===== src/rtl/gray_pkg.sv =====
// Shared Gray/binary conversion helpers. Functions work on a wide vector so any
// WIDTH up to MaxWidth can use them; callers zero-extend in and truncate out.
package gray_pkg;

  localparam int unsigned MaxWidth = 64;

  localparam logic [MaxWidth-1:0] AllOnes = '1;
  localparam logic [MaxWidth-1:0] Zero    = '0;

  function automatic logic [MaxWidth-1:0] bin2gray(input logic [MaxWidth-1:0] bin);
    return bin ^ (bin >> 1);
  endfunction

  // Prefix XOR from the MSB down; zero-extended upper bits leave the result unchanged.
  function automatic logic [MaxWidth-1:0] gray2bin(input logic [MaxWidth-1:0] gray);
    logic [MaxWidth-1:0] bin;
    bin = '0;
    bin[MaxWidth-1] = gray[MaxWidth-1];
    for (int i = MaxWidth - 2; i >= 0; i--) begin
      bin[i] = bin[i+1] ^ gray[i];
    end
    return bin;
  endfunction

endpackage


===== src/rtl/gray2bin.sv =====
// Combinational WIDTH-bit Gray-to-binary decoder, reused by pointer comparators.
module gray2bin
  import gray_pkg::*;
#(
  parameter int unsigned WIDTH = 8
) (
  input  logic [WIDTH-1:0] gray_i,
  output logic [WIDTH-1:0] bin_o
);

  always_comb begin
    bin_o = WIDTH'(gray_pkg::gray2bin(MaxWidth'(gray_i)));
  end

endmodule


===== src/rtl/gray_updn_cnt.sv =====
// Up/down Gray counter with clear, Gray load, wrap/saturate mode and fully
// registered outputs, safe to feed straight into a CDC synchroniser.
module gray_updn_cnt
  import gray_pkg::*;
#(
  parameter int unsigned WIDTH     = 8,
  parameter int unsigned SATURATE  = 0,
  parameter int unsigned RESET_VAL = 0
) (
  input  logic             clk,
  input  logic             rst_n,
  input  logic             en,
  input  logic             dir,
  input  logic             clr,
  input  logic             load,
  input  logic [WIDTH-1:0] load_gray,
  output logic [WIDTH-1:0] gray_count,
  output logic [WIDTH-1:0] bin_count,
  output logic             at_max,
  output logic             at_min,
  output logic             wrap
);

  localparam logic [WIDTH-1:0] MaxVal    = WIDTH'(AllOnes);
  localparam logic [WIDTH-1:0] MinVal    = WIDTH'(Zero);
  localparam logic [WIDTH-1:0] One       = WIDTH'(1);
  localparam logic [WIDTH-1:0] ResetBin  = WIDTH'(RESET_VAL);
  localparam logic [WIDTH-1:0] ResetGray = WIDTH'(bin2gray(MaxWidth'(ResetBin)));
  localparam bit               SatMode   = (SATURATE != 0);

  logic [WIDTH-1:0] bin_d, bin_q;
  logic [WIDTH-1:0] gray_d, gray_q;
  logic             at_max_d, at_max_q;
  logic             at_min_d, at_min_q;
  logic             wrap_d, wrap_q;
  logic [WIDTH-1:0] load_bin;

  gray2bin #(
    .WIDTH (WIDTH)
  ) u_load_dec (
    .gray_i (load_gray),
    .bin_o  (load_bin)
  );

  always_comb begin
    bin_d  = bin_q;
    wrap_d = 1'b0;
    if (clr) begin
      bin_d = ResetBin;
    end else if (load) begin
      bin_d = load_bin;
    end else if (en) begin
      if (dir) begin
        if (bin_q == MaxVal) begin
          if (!SatMode) begin
            bin_d  = MinVal;
            wrap_d = 1'b1;
          end
        end else begin
          bin_d = bin_q + One;
        end
      end else begin
        if (bin_q == MinVal) begin
          if (!SatMode) begin
            bin_d  = MaxVal;
            wrap_d = 1'b1;
          end
        end else begin
          bin_d = bin_q - One;
        end
      end
    end
    gray_d   = WIDTH'(bin2gray(MaxWidth'(bin_d)));
    at_max_d = (bin_d == MaxVal);
    at_min_d = (bin_d == MinVal);
  end

  always_ff @(posedge clk or negedge rst_n) begin
    if (!rst_n) begin
      bin_q    <= ResetBin;
      gray_q   <= ResetGray;
      at_max_q <= (ResetBin == MaxVal);
      at_min_q <= (ResetBin == MinVal);
      wrap_q   <= 1'b0;
    end else begin
      bin_q    <= bin_d;
      gray_q   <= gray_d;
      at_max_q <= at_max_d;
      at_min_q <= at_min_d;
      wrap_q   <= wrap_d;
    end
  end

  assign bin_count  = bin_q;
  assign gray_count = gray_q;
  assign at_max     = at_max_q;
  assign at_min     = at_min_q;
  assign wrap       = wrap_q;

endmodule


===== config.mk =====
export PLATFORM = sky130hd
export DESIGN_NAME = gray_updn_cnt
export DESIGN_NICKNAME = d
export VERILOG_FILES = /design/src/rtl/gray_pkg.sv /design/src/rtl/gray2bin.sv /design/src/rtl/gray_updn_cnt.sv
export SDC_FILE = /design/constraint.sdc
export NUM_CORES = 1
export LEC_CHECK = 0
export BUFFER_PORTS_ARGS = -buffer_cell sky130_fd_sc_hd__buf_2
export CAP_MARGIN = 20
export CORE_UTILIZATION = 40
export DETAILED_ROUTE_END_ITERATION = 6
export SYNTH_ARGS = -nofsm -noshare
export SYNTH_HDL_FRONTEND = slang
export SYNTH_SLANG_ARGS = --single-unit
export TNS_END_PERCENT = 10

===== constraint.sdc =====
create_clock -name clk -period 5.9 [get_ports clk]
set_input_delay 0.295 -clock clk [delete_from_list [all_inputs] [get_ports clk]]
set_output_delay 0.295 -clock clk [all_outputs]
set_load 0.005 [all_outputs]

==> impl_results.md <==
* Outcome: complete, no violations
* Synthesized cell area at 0.00145 mm2
* Main combinational cell family by area after synthesis: compound AO/OA/AOI/OAI gates
* List of most frequent post-synthesis cells: dfrtp_1, a21oi_1, ha_1, inv_1, xnor2_1
* Number of enable flip-flop cells after synthesis at 0
* Critical path class: register to register
* PwrDens at 233 mW/mm2
* Fmax at 379 MHz
* Power Total at 0.388 mW
* R2r startpoint: bin_count[0]
* Largest net degree at the start of global routing at 22
* Routed wire per std cell at 14.6 um
* CP Launch Type: register
* Post-Synth XOR/XNOR Area at 14.4%
* Placeable Area at 0.00342 mm2
* Synth warn at 0
* Vias per std cell at 5.30
* Final instance area at 0.00167 mm2
* Placed inst area at 0.00162 mm2
* Class of the worst hold path: input pin to register
* TritonCTS clock tree: done
* Sink Count at 18
* Clk_skew at 2.60 ps
* Drt pass-1 iters at 4
* Fin nets at 210
* Post-synth top area cell: dfrtp_1
* Die W at 62.3 um
* Worst r2r path cells at 10
* Worst-Skew Late Latency at 290 ps
* Post-Synth Adder-Cell Area at 9.47%
* CTS root buffer: clkbuf_4
* LEAKAGE at 0.779 nW
* Clk slew on worst S/H paths at 110 ps
* Final Max Slew Viols at 0
* Top cells by area, synth: dfrtp_1, ha_1, xnor2_1
* Fillers at 346
* TNS Setup at 0 ps
* Slowest stage delay, CP at 550 ps
* Final Non-Filler Cells at 230
* Synth Instances at 157
* Max VDD drop at 0.176 mV
* Top-count cell post-synth: dfrtp_1
* Wirelength, routed at 3350 um
* Worst path slowest cell: or4_4
* Num CTS Buffers at 3
* Final Cycle Share at 44.8%
* Hold depth at 2
* Number of synthesized register bits at 18
* Synth Net Count at 182
* R2r setup slk at 3260 ps
* Crit path buffers/inverters at 2
* Period minus WS final at 2640 ps
* GP Congestion at 0.845
* Share of cells above drive strength 1 at 25.0%
* Hpwl dp at 2540 um
* DP Cell Count at 225
* Simple logic cell fraction of the synthesized area at 18.3%
* HP Start: clr
* Netlist cell types at 49
* Delay-heaviest family, CP: simple AND/OR/NAND/NOR gates
* # DRC at 0
* # setup viols final at 0
* Worst slew pin tran at 550 ps
* Synth async-reset ratio at 100%
* Clock buffer depth at 2
* Gr ovfl total at 0
* Slew HR at 62.9%
* Resized cells post-CTS at 0
* Fin. Hold Viols at 0
* First-pass GRT wire length at 5830 um
* Vias in the first global route at 1214
* Initial core utilization at 42.5%
* ANT cells at 0
* Critical Path AT at 2880 ps
* Register area share after synthesis at 31.1%
* Worst-path fanout max at 8
* Iteration-0 DRC Markers at 80
* Critical Path Source: bin_count[0]
* Prevailing post-synth register cell: dfrtp_1
* CTS H-tree depth at 1
* Cell chain of the critical path: inv_1 > ha_1 > nor3b_1 > a21oi_2 > a21oi_1 > nor2_1 > or4_4 > inv_1 > ha_1 > and4_1
* Worst Path Required at 6130 ps
* Area grow syn2layout at 14.9%
* WHS Endpoint: wrap
* Die ar. at 0.00388 mm2
* Io pins at 33
* Setup crit end kind: register
* Num rows at 21
* Post-synth top area share at 29.3%
* Initial antenna violation count at 0
* Die Y at 62.3 um
* GRT Util Overall at 18.9%
* Post-synthesis compound-gate area fraction at 19.6%
* Via count at 1220
* ANT nets after route at 0
* R2R Path End: at_max
* Setup repair after global routing missed its margin: no
* Port bufs at 32
* Max_cap viols at 0
* Multiplexer share of the synthesized area at 0.689%
* Syn Area/Cell at 9.25 um2
## worst max-delay path by stage
| stage | cells after the start | to | slack, ps |
|---|---|---|---|
| detailed placement | 10 | at_max | 3310 |
| CTS | 10 | at_max | 3280 |
| global route | 10 | at_max | 3040 |
| floorplan | 10 | at_max | 3590 |
| global placement | 10 | at_max | 3370 |
| finish | 10 | at_max | 3260 |
## final cells by class
class | instances | area, um2 | area share (%)
Multi-Input combinational cell | 117 | 908 | 54.4
Sequential cell | 18 | 452 | 27.1
Timing Repair Buffer | 33 | 170 | 10.2
Tap cell | 46 | 57.6 | 3.45
Inverter | 12 | 45.0 | 2.70
Clock buffer | 4 | 36.3 | 2.17
## cell usage in the layout, fill, tap and decap left out, types with 2 or more instances in the layout
master    instances
inv_1            11
a21o_1            2
nor2b_1           2
nor3_1            4
o21a_1            2
nor2_1            5
a21oi_1          11
a221oi_1          3
nor3b_1           2
o211ai_1          2
nand3_1           6
clkbuf_4          3
nand2_1          10
and4_1            2
nand4b_1          2
dfrtp_1          17
or3_1             2
buf_2            32
xor2_1            7
o21ai_0           9
xnor2_1          11
ha_1             11
## cells by family (layout without fill, tap and decap cells)
kind of cell             count (synthesis)  in the layout
buffers and inverters                   22             49
XOR/XNOR                                20             20
multiplexers                             1              1
adder cells (fa/ha/maj)                 11             11
AND/OR/NAND/NOR                         44             44
AO/OA/AOI/OAI                           41             41
flip-flops                              18             18
## sequential cells by signal, summed over array words and instances, names as in the netlist
register and cells:
bin_count 8, at_min 1, wrap 1, gray_count 7, at_max 1
## metal layers
metal  track usage [%]  vias to the layer above  share of wire, %
li1                  -                      609                 -
met1              27.2                      577                51
met2              30.1                       30                44
met3              3.31                        4               3.6
met4              2.62                        0              0.87
met5                 0                        -                 0
## power breakdown
part,switching (mW),internal [mW]
Combinational,0.0790,0.0684
Clock,0.0397,0.0376
Sequential,0.0217,0.142
Total,0.140,0.248
## per-stage QoR
stage | utilization (%) | hold WS [ps] | setup slack (ps)
detailed placement | 47.5 | 246 | 3310
global placement | 47.5 | 240 | 3370
global route | 48.9 | 329 | 3040
CTS | 48.9 | 324 | 3280
floorplan | - | -0.591 | 3590
finish | 48.9 | 322 | 3260
## what timing repair did
| action | CTS | global route |
|---|---|---|
| hold endpoints to repair | 17 | 0 |
| hold buffers | 1 | 0 |
| buffers inserted | 0 | 0 |
Power figures use the tool's default switching activity.
